==> config.mk <==
export PLATFORM = sky130hd
export DESIGN_NAME = memory_arbiter
export DESIGN_NICKNAME = d
export VERILOG_FILES = /design/src/rtl/memory_arbiter.sv
export SDC_FILE = /design/constraint.sdc
export NUM_CORES = 1
export LEC_CHECK = 0
export CAP_MARGIN = 10
export CORE_UTILIZATION = 35
export DETAILED_ROUTE_END_ITERATION = 8
export GPL_TIMING_DRIVEN = 0
export PLACE_DENSITY = 0.71
export SETUP_SLACK_MARGIN = 0.1
export SLEW_MARGIN = 30
export SYNTH_ARGS = -nofsm -noshare
export SYNTH_HDL_FRONTEND = slang
export SYNTH_SLANG_ARGS = --single-unit
==> constraint.sdc <==
create_clock -name iwClk -period 2.7 [get_ports iwClk]
set_clock_uncertainty 0.2 [all_clocks]
set_input_delay 0.405 -clock iwClk [delete_from_list [all_inputs] [get_ports iwClk]]
set_output_delay 0.405 -clock iwClk [all_outputs]
set_load 0.05 [all_outputs]
==> src/rtl/memory_arbiter.sv <==
// Shares one single-ported simple_memory between instruction fetch (I) and load/store (D).
// Round-robin by default; define MEM_ARB_DATA_PRIORITY_EN to give D fixed priority.
module memory_arbiter #(
    parameter logic [31:0] pWords = 32'd44
) (
    input  logic        iwClk,
    input  logic        iwnRst,
    input  logic        iwIReq,
    input  logic [31:0] iwIAddr,
    output logic        orIAck,
    output logic [31:0] orIRData,
    output logic        orIErr,
    input  logic        iwDReq,
    input  logic [31:0] iwDAddr,
    input  logic [31:0] iwDWData,
    input  logic [3:0]  iwDWstrb,
    output logic        orDAck,
    output logic [31:0] orDRData,
    output logic        orDErr,
    output logic [31:0] orMemReadAddr,
    output logic [31:0] orMemWriteAddr,
    output logic [31:0] orMemWriteData,
    output logic [3:0]  orMemWstrb,
    input  logic [31:0] iwMemReadData
);

    // Highest legal word address; 33 bits so addresses near 2^32 cannot wrap into range.
    localparam logic [32:0] cLastWordAddr = ({1'b0, pWords} << 2) - 33'd4;

    typedef enum logic [1:0] {IDLE, ACCESS, DONE} state_t;

    state_t      state_reg, state_next;
    logic        gnt_d_reg, gnt_d_next;
    logic        err_reg, err_next;
    logic        store_reg, store_next;
    logic        i_ack_reg, i_ack_next;
    logic        i_err_reg, i_err_next;
    logic [31:0] i_rdata_reg, i_rdata_next;
    logic        d_ack_reg, d_ack_next;
    logic        d_err_reg, d_err_next;
    logic [31:0] d_rdata_reg, d_rdata_next;
    logic [31:0] mem_raddr_reg, mem_raddr_next;
    logic [31:0] mem_waddr_reg, mem_waddr_next;
    logic [31:0] mem_wdata_reg, mem_wdata_next;
    logic [3:0]  mem_wstrb_reg, mem_wstrb_next;

    logic        pick_d;
    logic [31:0] sel_addr;
    logic        sel_err;

`ifdef MEM_ARB_DATA_PRIORITY_EN
    assign pick_d = iwDReq;
`else
    logic last_grant_reg, last_grant_next;  // 1 = D was granted last

    // On a tie D wins unless it was the last one served.
    assign pick_d = iwDReq && (!iwIReq || !last_grant_reg);

    always_comb begin
        last_grant_next = last_grant_reg;
        if (state_reg == IDLE && (iwIReq || iwDReq)) begin
            last_grant_next = pick_d;
        end
    end

    always_ff @(posedge iwClk or negedge iwnRst) begin
        if (!iwnRst) begin
            last_grant_reg <= 1'b0;
        end else begin
            last_grant_reg <= last_grant_next;
        end
    end
`endif

    assign sel_addr = pick_d ? iwDAddr : iwIAddr;
    assign sel_err  = {1'b0, sel_addr} > cLastWordAddr;

    always_comb begin
        state_next     = state_reg;
        gnt_d_next     = gnt_d_reg;
        err_next       = err_reg;
        store_next     = store_reg;
        i_ack_next     = 1'b0;
        i_err_next     = 1'b0;
        i_rdata_next   = i_rdata_reg;
        d_ack_next     = 1'b0;
        d_err_next     = 1'b0;
        d_rdata_next   = d_rdata_reg;
        mem_raddr_next = mem_raddr_reg;
        mem_waddr_next = mem_waddr_reg;
        mem_wdata_next = mem_wdata_reg;
        mem_wstrb_next = mem_wstrb_reg;
        unique case (state_reg)
            IDLE: begin
                if (iwIReq || iwDReq) begin
                    gnt_d_next     = pick_d;
                    err_next       = sel_err;
                    store_next     = pick_d && (iwDWstrb != 4'd0);
                    mem_raddr_next = sel_addr;
                    mem_waddr_next = sel_addr;
                    mem_wdata_next = pick_d ? iwDWData : 32'd0;
                    mem_wstrb_next = (pick_d && !sel_err) ? iwDWstrb : 4'd0;
                    state_next     = ACCESS;
                end
            end
            ACCESS: begin
                // The memory has completed the access on the negedge inside this cycle.
                mem_wstrb_next = 4'd0;
                if (gnt_d_reg) begin
                    d_ack_next = 1'b1;
                    d_err_next = err_reg;
                    if (!store_reg) begin
                        d_rdata_next = err_reg ? 32'd0 : iwMemReadData;
                    end
                end else begin
                    i_ack_next   = 1'b1;
                    i_err_next   = err_reg;
                    i_rdata_next = err_reg ? 32'd0 : iwMemReadData;
                end
                state_next = DONE;
            end
            DONE: begin
                state_next = IDLE;
            end
            default: begin
                state_next = IDLE;
            end
        endcase
    end

    always_ff @(posedge iwClk or negedge iwnRst) begin
        if (!iwnRst) begin
            state_reg     <= IDLE;
            gnt_d_reg     <= 1'b0;
            err_reg       <= 1'b0;
            store_reg     <= 1'b0;
            i_ack_reg     <= 1'b0;
            i_err_reg     <= 1'b0;
            i_rdata_reg   <= 32'd0;
            d_ack_reg     <= 1'b0;
            d_err_reg     <= 1'b0;
            d_rdata_reg   <= 32'd0;
            mem_raddr_reg <= 32'd0;
            mem_waddr_reg <= 32'd0;
            mem_wdata_reg <= 32'd0;
            mem_wstrb_reg <= 4'd0;
        end else begin
            state_reg     <= state_next;
            gnt_d_reg     <= gnt_d_next;
            err_reg       <= err_next;
            store_reg     <= store_next;
            i_ack_reg     <= i_ack_next;
            i_err_reg     <= i_err_next;
            i_rdata_reg   <= i_rdata_next;
            d_ack_reg     <= d_ack_next;
            d_err_reg     <= d_err_next;
            d_rdata_reg   <= d_rdata_next;
            mem_raddr_reg <= mem_raddr_next;
            mem_waddr_reg <= mem_waddr_next;
            mem_wdata_reg <= mem_wdata_next;
            mem_wstrb_reg <= mem_wstrb_next;
        end
    end

    assign orIAck         = i_ack_reg;
    assign orIErr         = i_err_reg;
    assign orIRData       = i_rdata_reg;
    assign orDAck         = d_ack_reg;
    assign orDErr         = d_err_reg;
    assign orDRData       = d_rdata_reg;
    assign orMemReadAddr  = mem_raddr_reg;
    assign orMemWriteAddr = mem_waddr_reg;
    assign orMemWriteData = mem_wdata_reg;
    assign orMemWstrb     = mem_wstrb_reg;

endmodule
==> report_table.html, run 1 <==
<table>
<tr><th>Metric</th><th>Value</th></tr>
<tr><th colspan="2">Run status</th></tr>
<tr><td>Result of the run</td><td>completed</td></tr>
<tr><th colspan="2">Setup path</th></tr>
<tr><td>R2R cell count</td><td>6</td></tr>
<tr><td>CP endpoint</td><td>orMemWriteAddr[9]</td></tr>
<tr><td>Req. time, crit path</td><td>between 2 and 2.5 ns</td></tr>
<tr><td>Startpoint class of the critical path</td><td>register</td></tr>
<tr><td>CP startpoint</td><td>orMemWriteAddr[9]</td></tr>
<tr><td>Critical R2R Launch</td><td>state_reg[0]</td></tr>
<tr><td>Endpoint of the worst register-to-register path</td><td>orMemWriteAddr[8]</td></tr>
<tr><td>Worst-path maximum fanout</td><td>3</td></tr>
<tr><td>Arrival time of data at the critical path endpoint</td><td>approximately 1.8 ns</td></tr>
<tr><td>Setup slack on the worst flop-to-flop path</td><td>about 0.69 ns</td></tr>
<tr><td>Setup CP Type</td><td>register to primary output</td></tr>
<tr><td>Element type at the critical path end</td><td>primary output</td></tr>
<tr><th colspan="2">Worst hold path</th></tr>
<tr><td>Hold WC Path Type</td><td>register to register</td></tr>
<tr><th colspan="2">Timing</th></tr>
<tr><td>Min Clock Period, post-route</td><td>2.39 ns</td></tr>
<tr><td>Worst slew margin relative to its limit</td><td>61.3%</td></tr>
<tr><td>Fmax</td><td>419 MHz</td></tr>
<tr><td>Count of final max-slew check failures</td><td>0</td></tr>
<tr><td>Final setup viols</td><td>0</td></tr>
<tr><td>Hold Violations, Final</td><td>0</td></tr>
<tr><td>RSZ-0062 raised after global routing</td><td>false</td></tr>
<tr><td>Part of the cycle the worst path needs</td><td>between 80% and 90%</td></tr>
<tr><td>Slew at the pin closest to its max-slew limit</td><td>approximately 0.58 ns</td></tr>
<tr><th colspan="2">Synthesis</th></tr>
<tr><td>Fraction of post-synthesis cell area in the top cell type by area</td><td>between 60% and 70%</td></tr>
<tr><td>Post-synthesis cell area</td><td>about 0.0058 sq mm</td></tr>
<tr><td>Dominant cell type by area after synthesis</td><td>dfrtp_1</td></tr>
<tr><td>Post-synthesis sequential element count</td><td>approximately 140</td></tr>
<tr><td>Syn Inst Count</td><td>585</td></tr>
<tr><td>Number of unique standard cell types used by synthesis</td><td>32</td></tr>
<tr><td>Syn avg cell area</td><td>about 10 sq um</td></tr>
<tr><td>Nets in the synthesized netlist</td><td>approximately 720</td></tr>
<tr><td>Sequential cell area fraction in the yosys report</td><td>around 61%</td></tr>
<tr><td>Main area contributors after synthesis</td><td>dfrtp_1 (61%), nand2_1 (11%), o21ai_0 (5.6%)</td></tr>
<tr><td>Ys Warns</td><td>0</td></tr>
<tr><th colspan="2">Floorplanning</th></tr>
<tr><td>Top-Level Pins</td><td>about 300</td></tr>
<tr><td>Die extent in y</td><td>~130 um</td></tr>
<tr><td>Die ar.</td><td>around 0.017 sq mm</td></tr>
<tr><td>Std-Cell Core Area</td><td>~0.016 sq mm</td></tr>
<tr><td>Row Count</td><td>46</td></tr>
<tr><td>Initial core utilization</td><td>a little over a third</td></tr>
<tr><td>Horizontal extent of the die</td><td>between 100 and 150 um</td></tr>
<tr><th colspan="2">Pwr</th></tr>
<tr><td>Leakage</td><td>0.00414 uW</td></tr>
<tr><td>Net Switching</td><td>roughly 6000 uW</td></tr>
<tr><td>Final Total Pwr</td><td>about 13000 uW</td></tr>
<tr><td>Switch share</td><td>47.4%</td></tr>
<tr><td>Sequential Power Share</td><td>25.9%</td></tr>
<tr><td>Internal Dissipation</td><td>between 6000 and 7000 uW</td></tr>
<tr><td>Pwr dens</td><td>1290 mW/mm^2</td></tr>
<tr><td>Clock power frac</td><td>18.3%</td></tr>
<tr><td>Share of total power in combinational logic</td><td>a little under three fifths</td></tr>
<tr><td>Peak supply drop</td><td>between 0.9 and 1 mV</td></tr>
<tr><th colspan="2">Placement</th></tr>
<tr><td>Half-perimeter wire length after detailed placement</td><td>between 10000 and 15000 um</td></tr>
<tr><td>Placed cell count</td><td>~1100</td></tr>
<tr><td>Quantity of I/O buffers inserted on ports</td><td>between 300 and 400</td></tr>
<tr><td>RD Place Congestion</td><td>between 0.8 and 0.9</td></tr>
<tr><td>Cell area after placement</td><td>a little over 0.009 sq mm</td></tr>
<tr><th colspan="2">CTS</th></tr>
<tr><td># Post-CTS Setup Buffers</td><td>0</td></tr>
<tr><td>Number of clock buffers inserted by TritonCTS</td><td>17</td></tr>
<tr><td>Sink count of the clock tree</td><td>141</td></tr>
<tr><td>Clock tree from TritonCTS</td><td>built</td></tr>
<tr><td>Clock H-tree levels</td><td>4</td></tr>
<tr><td>Post-cts repair resize count</td><td>0</td></tr>
<tr><td>Clock tree root buffer cell</td><td>clkbuf_16</td></tr>
<tr><td>Latest clock arrival within the worst-skew pair</td><td>0.40 ns</td></tr>
<tr><td>Longest Clk Path Bufs</td><td>2</td></tr>
<tr><td>Post-cts hold buffer count</td><td>1</td></tr>
<tr><td>Clock transition at the register clock pins on the worst setup and hold paths after CTS</td><td>0.06 ns</td></tr>
<tr><th colspan="2">GRT</th></tr>
<tr><td>Wire length of the first global-routing pass</td><td>28700 um</td></tr>
<tr><td>Overflow left after global routing</td><td>0</td></tr>
<tr><td>Number of global-route vias before repair</td><td>around 5400</td></tr>
<tr><td>Total routing resource utilization after global routing</td><td>22.5%</td></tr>
<tr><td>Initial antenna violation count</td><td>1</td></tr>
<tr><td>Largest net degree at the start of global routing</td><td>78</td></tr>
<tr><th colspan="2">Routing</th></tr>
<tr><td>Amount of wire on met3 after detailed routing</td><td>~1400 um</td></tr>
<tr><td>Via count</td><td>5439</td></tr>
<tr><td>DR WL/cell</td><td>between 15 and 20 um</td></tr>
<tr><td>Overall routed net length</td><td>18900 um</td></tr>
<tr><td>Top Metal Used</td><td>met4</td></tr>
<tr><td>Routed met2 length</td><td>between 9000 and 10000 um</td></tr>
<tr><td>Drc violations</td><td>0</td></tr>
<tr><td>Post-route met1 wirelength</td><td>7780 um</td></tr>
<tr><td>Initial detailed-routing violation count</td><td>around 250</td></tr>
<tr><td>Post-detailed-route count of antenna-violating nets</td><td>0</td></tr>
<tr><td>Post-detailed-route via-to-cell ratio</td><td>4.78</td></tr>
<tr><td>First-pass detailed-route iteration total</td><td>4</td></tr>
<tr><th colspan="2">Cells and area</th></tr>
<tr><td>Antenna diode count</td><td>0</td></tr>
<tr><td>Signed area change from the synthesized netlist to the final layout</td><td>67.7%</td></tr>
<tr><td>Share of post-route cells with drive strength above 1</td><td>a little under a tenth</td></tr>
<tr><td>Leading cell type in the layout, fill and taps excluded</td><td>clkdlybuf4s50_1</td></tr>
<tr><td>Total number of nets in the final design</td><td>1045</td></tr>
<tr><td>Total non-filler cell area in the finished layout</td><td>around 0.0097 sq mm</td></tr>
<tr><td>Final instance count without filler cells</td><td>1138</td></tr>
<tr><td>Filler Cells Inserted</td><td>around 1400</td></tr>
<tr><td>Commonest non-fill, non-tap cells in the layout</td><td>clkdlybuf4s50_1 (302), nand2_1 (163), dfrtp_1 (141)</td></tr>
<tr><th colspan="2">Job</th></tr>
<tr><td>Number of max-cap violations</td><td>0</td></tr>
</table>
power groups by stage:
| stage | registers [uW] | logic [uW] | clock network (uW) |
|---|---|---|---|
| 6_report | 3250 | 6980 | 2300 |
| 5_1_grt | 3340 | 7350 | 2440 |
| 4_1_cts | 3260 | 7040 | 2340 |
| 3_5_place_dp | 3280 | 7030 | 0 |
| 3_3_place_gp | 3270 | 6990 | 0 |
| 2_1_floorplan | 5380 | 2400 | 0 |
metal layers:
layer	track usage (%)	up-vias
met5	0	-
met4	8.59	0
met3	6.31	24
met2	38.2	226
met1	27.1	2570
li1	-	2619
layout make-up:
cell class	count	area [sq um]	share of cell area, %
Buffer	69	402	4.13
Timing Repair Buffer	305	3080	31.6
Clock buffer	19	443	4.55
Tap cell	216	270	2.78
Clock inverter	13	140	1.44
Sequential cell	141	3530	36.3
Multi-Input combinational cell	371	1860	19.1
Inverter	4	15.0	0.154
worst max-delay path, stage by stage (launching register included):
cell and delay (ns):
dfrtp_1 0.43, buf_4 0.14, clkdlybuf4s50_1 0.81
per-stage QoR:
stage	TNS, ns	utilization [%]	hold slack, ns	worst slack (ns)
4_1_cts	0	60.6	0.284	0.295
5_1_grt	0	60.6	0.305	0.281
6_report	0	60.6	0.276	0.312
2_1_floorplan	0	-	-0.0906	1.06
3_5_place_dp	0	56.9	0.228	0.256
3_3_place_gp	-660.48	56.7	0.260	-4.70
Yosys cell counts:
cell       count
o21ai_0       65
nor3_1         2
and2_4         1
a22o_1        36
nand3_1        1
a21o_1         1
nor4_1        10
and3_1         1
a221oi_2       1
a2bb2oi_1      1
a31oi_1       31
nor2_2         1
clkbuf_1      23
a21bo_1        1
buf_2         12
o211ai_1       2
a21oi_1        3
and2_1         1
nand2b_1       4
a21boi_2       1
inv_1          3
clkinv_1       1
buf_4         34
nand3b_1       1
o22ai_1        1
nor2_1        37
dfrtp_1      141
nand2_1      163
nand4_1        3
o21ai_2        1
o41ai_1        1
and2b_1        1
cells by family after synthesis:
logic type | after synthesis | share of synthesized area [%]
buf+inv | 73 | 7.18
simple gates | 226 | 15.8
compound gates | 145 | 16.2
flops | 141 | 60.8
worst min-delay path by stage:
stage	startpoint	end	slack [ns]	cells after the start
after floorplan	iwnRst	err_reg	-0.09	0
after global placement	orIRData[15]	orIRData[15]	0.26	2
after detailed placement	iwnRst	orDRData[2]	0.23	1
after CTS	orDRData[8]	orDRData[8]	0.28	2
after global routing	orIRData[28]	orIRData[28]	0.30	2
final	orIRData[4]	orIRData[4]	0.28	2
Note: power is estimated with default switching activity, not from simulation.
==> run 2: changes to the inputs <==
CORE_UTILIZATION = 43   (was 35)
PLACE_DENSITY = 0.84   (was 0.71)
==> report_table.html, run 2 (synthesized netlist as in run 1, its figures left out) <==
<table>
<tr><th>Metric</th><th>Value</th></tr>
<tr><th colspan="2">Cells and area</th></tr>
<tr><td>Total non-filler cell area in the finished layout</td><td>0.00971 sq mm (-0.21%)</td></tr>
<tr><td>Signed area change from the synthesized netlist to the final layout</td><td>67.4%</td></tr>
<tr><td>Antenna diode count</td><td>0 (unchanged)</td></tr>
<tr><td>Total number of nets in the final design</td><td>1045 (unchanged)</td></tr>
<tr><td>Final Util</td><td>73.6% (+13 points)</td></tr>
<tr><td>Commonest non-fill, non-tap cells in the layout</td><td>clkdlybuf4s50_1 (302), nand2_1 (163), dfrtp_1 (141)</td></tr>
<tr><td>Share of post-route cells with drive strength above 1</td><td>9.12% (+0.0099 points)</td></tr>
<tr><td>Leading cell type in the layout, fill and taps excluded</td><td>clkdlybuf4s50_1</td></tr>
<tr><th colspan="2">Setup path</th></tr>
<tr><td>CP endpoint</td><td>orMemWriteAddr[18]</td></tr>
<tr><td>Setup CP Type</td><td>register to primary output</td></tr>
<tr><td>CP startpoint</td><td>orMemWriteAddr[18]</td></tr>
<tr><td>Element type at the critical path end</td><td>primary output</td></tr>
<tr><td>Worst-path maximum fanout</td><td>3 (unchanged)</td></tr>
<tr><td>Endpoint of the worst register-to-register path</td><td>orMemWriteAddr[7]</td></tr>
<tr><td>Arrival time of data at the critical path endpoint</td><td>1.78 ns (about the same)</td></tr>
<tr><td>Setup slack on the worst flop-to-flop path</td><td>0.62 ns (-0.07 ns)</td></tr>
<tr><td>Critical R2R Launch</td><td>state_reg[0]</td></tr>
<tr><td>Req. time, crit path</td><td>2.10 ns (about the same)</td></tr>
<tr><td>R2R cell count</td><td>6 (unchanged)</td></tr>
<tr><td>Startpoint class of the critical path</td><td>register</td></tr>
<tr><th colspan="2">Timing</th></tr>
<tr><td>Final setup viols</td><td>0 (unchanged)</td></tr>
<tr><td>RSZ-0062 raised after global routing</td><td>false</td></tr>
<tr><td>Fmax</td><td>420 MHz (+0.20%)</td></tr>
<tr><td>Worst slew margin relative to its limit</td><td>61.5% (+0.18 points)</td></tr>
<tr><td>Slew at the pin closest to its max-slew limit</td><td>0.576 ns (-0.00452 ns)</td></tr>
<tr><td>Hold Violations, Final</td><td>0 (unchanged)</td></tr>
<tr><td>Count of final max-slew check failures</td><td>0 (unchanged)</td></tr>
<tr><td>Total negative slack</td><td>0 ns (unchanged)</td></tr>
<tr><td>Part of the cycle the worst path needs</td><td>88.3% (-0.18 points)</td></tr>
<tr><td>Min Clock Period, post-route</td><td>2.38 ns (-0.00483 ns)</td></tr>
<tr><th colspan="2">Routing</th></tr>
<tr><td>Post-detailed-route via-to-cell ratio</td><td>5.24 (+9.7%)</td></tr>
<tr><td>Post-detailed-route count of antenna-violating nets</td><td>0 (unchanged)</td></tr>
<tr><td>Via count</td><td>5751 (+5.7%)</td></tr>
<tr><td>Drc violations</td><td>0 (unchanged)</td></tr>
<tr><td>Overall routed net length</td><td>19000 um (+0.53%)</td></tr>
<tr><td>First-pass detailed-route iteration total</td><td>5 (+1)</td></tr>
<tr><td>Initial detailed-routing violation count</td><td>358 (+43%)</td></tr>
<tr><td>DR WL/cell</td><td>17.3 um (+4.3%)</td></tr>
<tr><th colspan="2">Worst hold path</th></tr>
<tr><td>Beginning of the worst hold path</td><td>orIRData[11]</td></tr>
<tr><td>Hold WC Path Type</td><td>register to register</td></tr>
<tr><td>Hold path depth</td><td>2 (unchanged)</td></tr>
<tr><th colspan="2">Pwr</th></tr>
<tr><td>Final Total Pwr</td><td>12700 uW (+1.4%)</td></tr>
<tr><td>Leakage</td><td>0.00416 uW (+0.63%)</td></tr>
<tr><td>Peak supply drop</td><td>1.25 mV (+30%)</td></tr>
<tr><td>Pwr dens</td><td>1310 mW/mm^2 (+1.6%)</td></tr>
<tr><th colspan="2">GRT</th></tr>
<tr><td>Wire length of the first global-routing pass</td><td>29400 um (+2.5%)</td></tr>
<tr><td>Initial antenna violation count</td><td>0 (-1)</td></tr>
<tr><td>Overflow left after global routing</td><td>0 (unchanged)</td></tr>
<tr><td>Largest net degree at the start of global routing</td><td>77 (-1.3%)</td></tr>
<tr><td>Number of global-route vias before repair</td><td>5480 (+1.4%)</td></tr>
<tr><td>Total routing resource utilization after global routing</td><td>27.6% (+5.1 points)</td></tr>
<tr><th colspan="2">CTS</th></tr>
<tr><td>Latest clock arrival within the worst-skew pair</td><td>0.42 ns (+0.02 ns)</td></tr>
<tr><td>Clock tree from TritonCTS</td><td>built</td></tr>
<tr><td>Clock transition at the register clock pins on the worst setup and hold paths after CTS</td><td>0.06 ns (about the same)</td></tr>
<tr><td>Post-cts repair resize count</td><td>0 (unchanged)</td></tr>
<tr><td>Number of clock buffers inserted by TritonCTS</td><td>17 (unchanged)</td></tr>
<tr><td>Clock H-tree levels</td><td>4 (unchanged)</td></tr>
<tr><td>Clock tree root buffer cell</td><td>clkbuf_16</td></tr>
<tr><td>Sink count of the clock tree</td><td>141 (unchanged)</td></tr>
<tr><td># Post-CTS Setup Buffers</td><td>0 (unchanged)</td></tr>
<tr><td>Longest Clk Path Bufs</td><td>2 (unchanged)</td></tr>
<tr><th colspan="2">Floorplanning</th></tr>
<tr><td>Row Count</td><td>42 (-8.7%)</td></tr>
<tr><td>Die ar.</td><td>0.0140 sq mm (-18%)</td></tr>
<tr><td>Top-Level Pins</td><td>304 (unchanged)</td></tr>
<tr><td>Initial core utilization</td><td>44.0% (+7.9 points)</td></tr>
<tr><td>Std-Cell Core Area</td><td>0.0132 sq mm (-18%)</td></tr>
<tr><td>Horizontal extent of the die</td><td>118 um (-9.6%)</td></tr>
<tr><td>Die extent in y</td><td>118 um (-9.6%)</td></tr>
<tr><th colspan="2">Run status</th></tr>
<tr><td>Result of the run</td><td>completed</td></tr>
<tr><th colspan="2">Job</th></tr>
<tr><td>Number of max-cap violations</td><td>0 (unchanged)</td></tr>
<tr><th colspan="2">Placement</th></tr>
<tr><td>RD Place Congestion</td><td>0.851 (-0.37%)</td></tr>
<tr><td>Quantity of I/O buffers inserted on ports</td><td>303 (unchanged)</td></tr>
<tr><td>Cell area after placement</td><td>0.00909 sq mm (-0.55%)</td></tr>
<tr><td>Half-perimeter wire length after detailed placement</td><td>14300 um (-2.6%)</td></tr>
</table>
[run 2: timing repair]
item,4_1_cts,5_1_grt
setup endpoints to repair,0,0
hold buffers,1,0
endpoints found under the hold margin,75,0
[run 2: through the flow]
step                      hold WS [ns]  std cells  worst slack (ns)
after floorplan                -0.0906        585              1.06
after global placement           0.261       1064             -4.52
after detailed placement         0.219       1065             0.269
after CTS                        0.284       1097             0.307
after global routing             0.302       1097             0.265
final                            0.278       1097             0.317
[run 2: metal layers]
layer	share of wire, %	global-route usage, %	wire, um	up-vias
met5	0	0	0	-
met4	2.9	11.1	543	0
met3	7.8	6.90	1490	44
met2	51	47.6	9760	313
met1	38	33.0	7220	2775
li1	-	-	-	2619
[run 2: worst min-delay path by stage]
stage / end / slack (ns)
final: orIRData[11] / 0.28
after detailed placement: orIAck / 0.22
after CTS: orIRData[11] / 0.28
after global placement: orDRData[24] / 0.26
after global routing: orDRData[21] / 0.30
after floorplan: err_reg / -0.09
[run 2: report_power, final]
group	leakage, uW	switching [uW]	total (uW)	internal [uW]
logic	0.00204	4610	7030	2420
clock network	0.000302	945	2420	1470
registers	0.00182	477	3260	2780
[run 2: area by class of cell]
cell class	instances	area [sq um]
flip-flops and latches	141	3530
fillers	898	3480
repair buffers	305	3080
multi-input cells	371	1860
clock buffers	17	425
plain buffers	69	402
well taps	176	220
clock inverters	14	188
inverters	4	15.0
[run 2: critical path, cell delays in order (launching register included)]
cell and delay (ns):
dfrtp_1 0.44, buf_4 0.14, clkdlybuf4s50_1 0.79
